**src/rtl/btn_event_queue_if.sv**
```systemverilog
// Button event queue bus: pulse/ack/clear strobes in, head event and status out.
// DEPTH must match the btn_event_queue instance it connects to.
interface btn_event_queue_if #(
  parameter int unsigned DEPTH = 4
);
  localparam int unsigned CNT_W = $clog2(DEPTH) + 1;

  logic [3:0]       btn_pulse;
  logic             pop;
  logic             clr_ovf;
  logic [1:0]       evt_code;
  logic             evt_valid;
  logic [CNT_W-1:0] evt_count;
  logic             overflow;
  logic             intr;

  // Host side: debouncers and the MMIO wrapper
  modport master (
    output btn_pulse, pop, clr_ovf,
    input  evt_code, evt_valid, evt_count, overflow, intr
  );

  // Queue side
  modport slave (
    input  btn_pulse, pop, clr_ovf,
    output evt_code, evt_valid, evt_count, overflow, intr
  );
endinterface

```
**src/rtl/btn_event_queue.sv**
```systemverilog
// Queues debounced button pulses as 2-bit direction events for the CPU, with a
// one-cycle interrupt per accepted event. Optional macro REVERSE_FILTER_EN rejects
// repeats and reversals of the last accepted direction.
module btn_event_queue #(
  parameter int unsigned DEPTH = 4
) (
  input logic               CLK_50,
  input logic               RST_N,
  btn_event_queue_if.slave  bus
);
  localparam int unsigned PTR_W = (DEPTH > 1) ? $clog2(DEPTH) : 1;
  localparam int unsigned CNT_W = $clog2(DEPTH) + 1;
  localparam logic [1:0]  DIR_RIGHT = 2'd1;

  // Storage and bookkeeping state
  logic [1:0]       mem [DEPTH];
  logic [PTR_W-1:0] wr_ptr;
  logic [PTR_W-1:0] rd_ptr;
  logic [CNT_W-1:0] cnt;
  logic [1:0]       last_dir;

  // Registered outputs
  logic [1:0]       code_q;
  logic             valid_q;
  logic             ovf_q;
  logic             intr_q;

  // Next-state signals
  logic [1:0]       cand_code;
  logic             cand_valid;
  logic             accept;
  logic             full;
  logic             empty;
  logic             pop_ok;
  logic             push_ok;
  logic             drop;
  logic [PTR_W-1:0] wr_nxt;
  logic [PTR_W-1:0] rd_nxt;
  logic [CNT_W-1:0] cnt_nxt;
  logic [1:0]       last_nxt;
  logic [1:0]       code_nxt;
  logic             ovf_nxt;

  // Lowest set pulse bit is the candidate; the rest are dropped silently
  always_comb begin
    cand_code  = 2'd0;
    cand_valid = 1'b1;
    casez (bus.btn_pulse)
      4'b???1: cand_code = 2'd0;
      4'b??10: cand_code = 2'd1;
      4'b?100: cand_code = 2'd2;
      4'b1000: cand_code = 2'd3;
      default: cand_valid = 1'b0;
    endcase
  end

  always_comb begin
    accept = cand_valid;
`ifdef REVERSE_FILTER_EN
    // Repeating the current heading or reversing onto it is meaningless
    if ((cand_code == last_dir) || (cand_code == (last_dir ^ 2'd2)))
      accept = 1'b0;
`endif
  end

  always_comb begin
    wr_nxt   = wr_ptr;
    rd_nxt   = rd_ptr;
    cnt_nxt  = cnt;
    last_nxt = last_dir;
    code_nxt = 2'd0;
    ovf_nxt  = ovf_q;

    empty   = (cnt == CNT_W'(0));
    full    = (cnt == CNT_W'(DEPTH));
    pop_ok  = bus.pop && !empty;
    push_ok = accept && (!full || pop_ok);
    drop    = accept && full && !pop_ok;

    if (accept)
      last_nxt = cand_code;
    if (push_ok)
      wr_nxt = wr_ptr + PTR_W'(1);
    if (pop_ok)
      rd_nxt = rd_ptr + PTR_W'(1);

    unique case ({push_ok, pop_ok})
      2'b10:   cnt_nxt = cnt + CNT_W'(1);
      2'b01:   cnt_nxt = cnt - CNT_W'(1);
      default: cnt_nxt = cnt;
    endcase

    // Head after the edge; the slot being written this cycle bypasses memory
    if (cnt_nxt != CNT_W'(0)) begin
      if (push_ok && (rd_nxt == wr_ptr))
        code_nxt = cand_code;
      else
        code_nxt = mem[rd_nxt];
    end

    // A same-cycle drop beats the clear
    if (drop)
      ovf_nxt = 1'b1;
    else if (bus.clr_ovf)
      ovf_nxt = 1'b0;
  end

  always_ff @(posedge CLK_50 or negedge RST_N) begin
    if (!RST_N) begin
      for (int i = 0; i < int'(DEPTH); i++)
        mem[i] <= 2'd0;
      wr_ptr   <= '0;
      rd_ptr   <= '0;
      cnt      <= '0;
      last_dir <= DIR_RIGHT;
      code_q   <= 2'd0;
      valid_q  <= 1'b0;
      ovf_q    <= 1'b0;
      intr_q   <= 1'b0;
    end else begin
      if (push_ok)
        mem[wr_ptr] <= cand_code;
      wr_ptr   <= wr_nxt;
      rd_ptr   <= rd_nxt;
      cnt      <= cnt_nxt;
      last_dir <= last_nxt;
      code_q   <= code_nxt;
      valid_q  <= (cnt_nxt != CNT_W'(0));
      ovf_q    <= ovf_nxt;
      intr_q   <= push_ok;
    end
  end

  assign bus.evt_code  = code_q;
  assign bus.evt_valid = valid_q;
  assign bus.evt_count = cnt;
  assign bus.overflow  = ovf_q;
  assign bus.intr      = intr_q;

endmodule

```
**src/flat_wrapper.sv**
```systemverilog
// flat-port wrapper written by rule: the top's interface ports become plain ports
module btn_event_queue_flat 
#(
  parameter int unsigned DEPTH = 4
)
  (CLK_50, RST_N, bus_btn_pulse, bus_pop, bus_clr_ovf, bus_evt_code, bus_evt_valid, bus_evt_count, bus_overflow, bus_intr);
  btn_event_queue_if #(.DEPTH(DEPTH)) bus_i ();
  input logic CLK_50;
  input logic RST_N;
  input wire logic [$bits(bus_i.btn_pulse)-1:0] bus_btn_pulse;
  input wire logic [$bits(bus_i.pop)-1:0] bus_pop;
  input wire logic [$bits(bus_i.clr_ovf)-1:0] bus_clr_ovf;
  output wire logic [$bits(bus_i.evt_code)-1:0] bus_evt_code;
  output wire logic [$bits(bus_i.evt_valid)-1:0] bus_evt_valid;
  output wire logic [$bits(bus_i.evt_count)-1:0] bus_evt_count;
  output wire logic [$bits(bus_i.overflow)-1:0] bus_overflow;
  output wire logic [$bits(bus_i.intr)-1:0] bus_intr;
  assign bus_i.btn_pulse = bus_btn_pulse;
  assign bus_i.pop = bus_pop;
  assign bus_i.clr_ovf = bus_clr_ovf;
  assign bus_evt_code = bus_i.evt_code;
  assign bus_evt_valid = bus_i.evt_valid;
  assign bus_evt_count = bus_i.evt_count;
  assign bus_overflow = bus_i.overflow;
  assign bus_intr = bus_i.intr;
  btn_event_queue #(.DEPTH(DEPTH)) u_core (.CLK_50(CLK_50), .RST_N(RST_N), .bus(bus_i));
endmodule
```
**config.mk**
```make
export PLATFORM = sky130hd
export DESIGN_NAME = btn_event_queue_flat
export DESIGN_NICKNAME = d
export VERILOG_FILES = /design/src/rtl/btn_event_queue_if.sv /design/src/rtl/btn_event_queue.sv /design/src/flat_wrapper.sv
export SDC_FILE = /design/constraint.sdc
export NUM_CORES = 1
export LEC_CHECK = 0
export CORE_MARGIN = 3
export CORE_UTILIZATION = 46
export CTS_CLUSTER_DIAMETER = 50
export DETAILED_ROUTE_END_ITERATION = 10
export GPL_ROUTABILITY_DRIVEN = 1
export GPL_TIMING_DRIVEN = 0
export PLACE_DENSITY = 0.71
export SYNTH_ARGS = -nofsm -noshare
export SYNTH_HDL_FRONTEND = slang
export SYNTH_SLANG_ARGS = --single-unit
```
**constraint.sdc**
```tcl
create_clock -name CLK_50 -period 2.6 [get_ports CLK_50]
set_input_delay 0.39 -clock CLK_50 [delete_from_list [all_inputs] [get_ports CLK_50]]
set_output_delay 0.39 -clock CLK_50 [all_outputs]
set_load 0.05 [all_outputs]
```
==> flow_metrics.env, run 1 <==
export IMPL_ys_flop_type="dfrtp_1"
export IMPL_finalSetupViolations=0
export IMPL_clock_path_buffers=2
export IMPL_final_core_util=0.610
export IMPL_dieArea_sq_um=3250
export IMPL_drcViolationCount=0
export IMPL_tns_ns=0
export IMPL_start_util=0.511
export IMPL_ctsRootBufferMaster="clkbuf_4"
export IMPL_nFillCells=208
export IMPL_grt_pass1_vias=863
export IMPL_clk_insertion_delay_late_ns=0.31
export IMPL_critPathCaptureType="flip-flop"
export IMPL_drive_gt1_frac=0.211
export IMPL_timing_max_cap_violations=0
export IMPL_startpoint="bus_btn_pulse[2]"
export IMPL_synth_edff_count=0
export IMPL_timing_hold_ws_ns=0.524
export IMPL_num_io_pins=16
export IMPL_finalMaxSlewViolations=0
export IMPL_io_buffers=15
export IMPL_synth_commonest_cells="dfrtp_1 (20), mux2_2 (9), nand2_1 (8), nand3_1 (5), nor2_1 (5)"
export IMPL_synth_largest_area_cell="dfrtp_1"
export IMPL_htree_levels=1
export IMPL_whs_path_depth=1
export IMPL_synth_area_sq_um=1190
export IMPL_hpwl_microns=1690
export IMPL_syn_nets=120
export IMPL_finalHoldViolations=0
export IMPL_overflow=0
export IMPL_r2r_slack_ns=0.35
export IMPL_cts_buffers=3
export IMPL_die_h_microns=57.0
export IMPL_postRouteAntennaNets=0
export IMPL_fin_cells=156
export IMPL_ys_async_sr_fraction=1.00
export IMPL_finClkSkew_ns=0.0124
export IMPL_synth_warnings=0
export IMPL_power_per_cell_area_nw_per_um2=1300
export IMPL_maxSlewHeadroom=0.392
export IMPL_drtPass1Iterations=4
export IMPL_timing_hold_worst_class="reg -> reg"
export IMPL_ir_drop_v=0.000798
export IMPL_rsz0062_at_grt="no"
export IMPL_grt_total_usage=0.159
export IMPL_r2r_end="u_core.bus.evt_code[0]$_DFF_PN0_"
export IMPL_p_leak_nw=0.627
export IMPL_placed_cells_incl_taps=150
export IMPL_dieWidth_microns=57.0
export IMPL_holdCritStartpoint="u_core.mem[0]$_DFFE_PN0P_"
export IMPL_yosysUniqueCellTypes=42
export IMPL_fin_nets=142
export IMPL_num_antenna_cells=0
export IMPL_max_freq_ghz=0.408
export IMPL_crit_chain="clkdlybuf4s50_1 -> or4_1 -> buf_2 -> nor2_2 -> fa_2 -> nor2b_1 -> a31oi_2 -> o211a_1"
export IMPL_cp_start_kind="primary input"
export IMPL_num_vias=903
export IMPL_avgSynthCellArea_sq_um=11.2
export IMPL_status="finished clean"
export IMPL_rows=17
export IMPL_syn2layout_area_growth_pct=19.5
export IMPL_reg2regPathDepth=8
export IMPL_synth_most_common_cell="dfrtp_1"
export IMPL_wl_per_cell_microns=14.8
export IMPL_grt_max_degree=21
export IMPL_coreArea_sq_um=2340
export IMPL_critPathMaxStageDelay_ns=0.52
export IMPL_seq_area_frac_synth=0.419
export IMPL_clk_pin_slew_ns=0.10
export IMPL_critPathRequiredTime_ns=2.80
export IMPL_min_to="u_core.mem[0]$_DFFE_PN0P_"
export IMPL_cp_arrival_ns=2.64
export IMPL_worstMarginPinSlew_ns=0.910
export IMPL_setup_ws_ns=0.151
export IMPL_cts_sinks=20
export IMPL_ys_ff_latch=20
export IMPL_grt_pass1_wl_microns=4000
export IMPL_synthTopCellsByArea="dfrtp_1 (42%), mux2_2 (8.5%), ha_1 (4.2%)"
export IMPL_min_period_ns=2.45
export IMPL_reg2reg_from="u_core.bus.evt_count[2]$_DFF_PN0_"
export IMPL_routed_wl_microns=2310
export IMPL_drtIter0Drc=23
export IMPL_path_max_fanout=8
export IMPL_antenna_found_initial=0
export IMPL_syn_inst=107
export IMPL_cts_tree="done"
export IMPL_period_share=0.942
export IMPL_finalWeightedCongestion=0.834
export IMPL_post_synth_top_area_fraction=0.419
export IMPL_crit_type="in -> reg"
export IMPL_cpMaxStageDelayCell="or4_1"
export IMPL_place_ws_ns=-0.234
export IMPL_vias_per_cell=5.79
==> state kept, by name, summed over array words and instances, names as in the netlist <==
signal / count
u_core.bus.evt_count: 3
u_core.bus.evt_code: 2
u_core.bus.evt_valid: 1
u_core.mem: 8
u_core.bus.overflow: 1
u_core.wr_ptr: 2
u_core.bus.intr: 1
u_core.rd_ptr: 2
==> worst max-delay path: cells and delay by family <==
kind,cells,cell delay (ns)
AO/OA/AOI/OAI,2,0.28
buffers and inverters,2,0.63
AND/OR/NAND/NOR,3,0.89
adder cells (fa/ha/maj),1,0.45
==> placed cells by master, fill, tap and decap left out, drive strengths merged, types with 2 or more instances in the layout <==
cell	synthesis	final
nand3	5	5
clkbuf	2	6
or3	2	2
a31oi	3	3
mux2	9	9
ha	4	4
nor4	2	2
xnor2	3	3
mux2i	4	4
buf	3	5
nor4b	2	2
dfrtp	20	20
inv	4	4
nand2	8	8
nor2	6	6
clkdlybuf4s50	0	15
o21ai	3	3
a21oi	4	4
nor2b	2	2
xnor3	2	2
==> cell type report <==
| class | count | area [sq um] | share of cell area |
|---|---|---|---|
| flip-flops and latches | 20 | 502 | 0.351 |
| inverters | 4 | 15.0 | 0.0105 |
| repair buffers | 17 | 165 | 0.116 |
| clock buffers | 4 | 26.3 | 0.0184 |
| multi-input cells | 78 | 662 | 0.464 |
| plain buffers | 5 | 22.5 | 0.0158 |
| well taps | 28 | 35.0 | 0.0245 |
==> power breakdown <==
group          internal (mW)  total (mW)  switching, mW
Clock                 0.0599       0.153         0.0933
Combinational          0.535        1.14          0.601
Sequential             0.456       0.567          0.112
Total                   1.05        1.86          0.806
==> worst max-delay path by stage <==
stage / cells past startpoint / end
floorplan: 8 / u_core.bus.evt_code[1]$_DFF_PN0_
global placement: 9 / u_core.bus.evt_code[1]$_DFF_PN0_
detailed placement: 9 / u_core.bus.evt_code[1]$_DFF_PN0_
CTS: 8 / u_core.bus.evt_code[1]$_DFF_PN0_
global route: 8 / u_core.bus.evt_code[1]$_DFF_PN0_
finish: 8 / u_core.bus.evt_code[0]$_DFF_PN0_
==> per-stage QoR <==
step / instance area, sq um / total power, mW
global placement: 1380 / 1.66
detailed placement: 1380 / 1.69
CTS: 1410 / 1.85
floorplan: 1200 / 1.43
finish: 1430 / 1.86
global route: 1430 / 2.02
==> logic make-up (layout without fill, tap and decap cells) <==
group	Yosys count	after routing	synth area share
multiplexers	13	13	0.118
XOR/XNOR	6	6	0.0670
flip-flops	20	20	0.419
AO/OA/AOI/OAI	22	22	0.162
adder cells (fa/ha/maj)	5	5	0.0586
buffers and inverters	9	30	0.0314
AND/OR/NAND/NOR	32	32	0.143
==> timing repair <==
item	4_1_cts	5_1_grt
hold buffers	0	0
setup endpoints to repair	0	3
resized for setup	0	2
buffers inserted	0	2
==> metal layers <==
metal  routed length, microns  track usage
met4                       34       0.0497
met5                        0            0
met1                     1100        0.214
met3                      123       0.0498
met2                     1050        0.246
No activity file was read; power rests on OpenSTA's default activity.
==> run 2, diff against run 1 <==
Settings changed: ABC_AREA set to 0.
==> results of run 2 <==
The final DEF is identical to that of run 1; final timing and power are the same.
==> run 3, diff against run 2 <==
Settings changed: CORE_MARGIN 3 to not set.
==> flow_metrics.env, run 3 (synthesis gave the netlist of run 1 again) <==
export IMPL_status="finished clean"
export IMPL_layout_commonest_cell="dfrtp_1"
export IMPL_finalSetupViolations=0
export IMPL_antenna_found_initial=0
export IMPL_syn2layout_area_growth_pct=20.3
export IMPL_fin_area_sq_um=1440
export IMPL_num_antenna_cells=0
export IMPL_overflow=0
export IMPL_io_buffers=15
export IMPL_placed_cell_area_sq_um=1380
export IMPL_timing_max_cap_violations=0
export IMPL_finClkSkew_ns=0.00765
export IMPL_maxSlewHeadroom=0.393
export IMPL_num_io_pins=16
export IMPL_dieArea_sq_um=2810
export IMPL_start_util=0.487
export IMPL_clk_pin_slew_ns=0.12
export IMPL_max_freq_ghz=0.401
export IMPL_timing_hold_worst_class="reg -> reg"
export IMPL_critPathCaptureType="flip-flop"
export IMPL_drtIter0Drc=36
export IMPL_clk_insertion_delay_late_ns=0.31
export IMPL_path_max_fanout=8
export IMPL_cp_start_kind="primary input"
export IMPL_rsz0062_at_grt="no"
export IMPL_largest_reg_flops=8
export IMPL_grt_pass1_vias=835
export IMPL_cts_buffers=3
export IMPL_vias_per_cell=5.79
export IMPL_grt_total_usage=0.187
export IMPL_cts_hold_buf=0
export IMPL_cts_sinks=20
export IMPL_crit_type="in -> reg"
export IMPL_min_period_ns=2.49
export IMPL_die_h_microns=53.0
export IMPL_critPathRequiredTime_ns=2.81
export IMPL_ctsRootBufferMaster="clkbuf_4"
export IMPL_htree_levels=1
export IMPL_top_register="u_core.mem"
export IMPL_cts_tree="done"
export IMPL_clock_path_buffers=2
export IMPL_dieWidth_microns=53.0
export IMPL_drcViolationCount=0
export IMPL_finalHoldViolations=0
export IMPL_rows=18
export IMPL_cp_arrival_ns=2.70
export IMPL_hpwl_microns=1680
export IMPL_power_per_cell_area_nw_per_um2=1320
export IMPL_worstMarginPinSlew_ns=0.907
export IMPL_grt_max_degree=21
export IMPL_layout_common_cells="dfrtp_1 (19), clkdlybuf4s50_1 (15), mux2_2 (9), nand2_1 (8)"
export IMPL_p_leak_nw=0.633
export IMPL_final_core_util=0.586
export IMPL_num_vias=915
export IMPL_drtPass1Iterations=4
export IMPL_coreArea_sq_um=2450
export IMPL_fin_nets=142
export IMPL_wl_per_cell_microns=14.7
export IMPL_routed_wl_microns=2330
export IMPL_grt_pass1_wl_microns=3760
export IMPL_ir_drop_v=0.000771
export IMPL_period_share=0.958
export IMPL_finalWeightedCongestion=0.750
export IMPL_drive_gt1_frac=0.211
export IMPL_finalMaxSlewViolations=0
export IMPL_postRouteAntennaNets=0
run 3: repair_timing:
action	4_1_cts	5_1_grt
endpoints found under the setup margin	0	4
gates resized for setup	0	1
setup buffers	0	2
run 3: critical path, cell delays in order:
cell and delay [ns]:
clkdlybuf4s50_1 0.45, or4_1 0.52, buf_2 0.18, nor2_1 0.20, fa_2 0.48, nor2b_1 0.19
a31oi_2 0.14, o221a_1 0.14
run 3: report_power, final:
| part | internal [mW] | switching [mW] |
|---|---|---|
| sequential | 0.455 | 0.112 |
| combinational | 0.530 | 0.610 |
| clock | 0.0855 | 0.100 |
| total | 1.07 | 0.822 |
run 3: worst paths after layout:
kind,start,endpoint,slack (ns),cells after the start
max in group asynchronous,RST_N,u_core.bus.evt_count[0]$_DFF_PN0_,1.42,1
worst max register to register,u_core.bus.evt_count[2]$_DFF_PN0_,u_core.bus.evt_code[1]$_DFF_PN0_,0.32,8
min in group asynchronous,RST_N,u_core.bus.evt_count[0]$_DFF_PN0_,0.58,1
worst min-delay path,u_core.mem[4]$_DFFE_PN0P_,u_core.mem[4]$_DFFE_PN0P_,0.52,1
worst min register to register,u_core.mem[4]$_DFFE_PN0P_,u_core.mem[4]$_DFFE_PN0P_,0.52,1
worst max-delay path,bus_btn_pulse[2],u_core.bus.evt_code[1]$_DFF_PN0_,0.11,8
run 3: layout make-up:
cell class / count / area [sq um]
fill: 221 / 1020
multi-input combinational: 78 / 659
sequential: 20 / 502
timing repair buffer: 17 / 165
tap: 30 / 37.5
clock buffer: 4 / 36.3
buffer: 5 / 22.5
inverter: 4 / 15.0
run 3: layer usage:
| layer | wire length, microns | GRT usage | vias to the layer above | share of wire |
|---|---|---|---|---|
| met5 | 0 | 0 | - | 0 |
| met4 | 27 | 0.0746 | 0 | 0.012 |
| met3 | 85 | 0.0259 | 4 | 0.036 |
| met2 | 1060 | 0.291 | 23 | 0.46 |
| met1 | 1150 | 0.259 | 445 | 0.49 |
| li1 | - | - | 443 | - |
run 3: metrics by stage:
step	std cells	power, mW	hold WS (ns)	TNS, ns	setup WS [ns]
6_report	158	1.89	0.525	0	0.108
5_1_grt	158	2.03	0.547	0	0.00842
4_1_cts	156	1.88	0.527	0	0.0325
3_5_place_dp	152	1.69	0.502	-0.549	-0.240
3_3_place_gp	152	1.66	0.492	-0.351	-0.195
2_1_floorplan	107	1.43	0.0944	0	0.0796
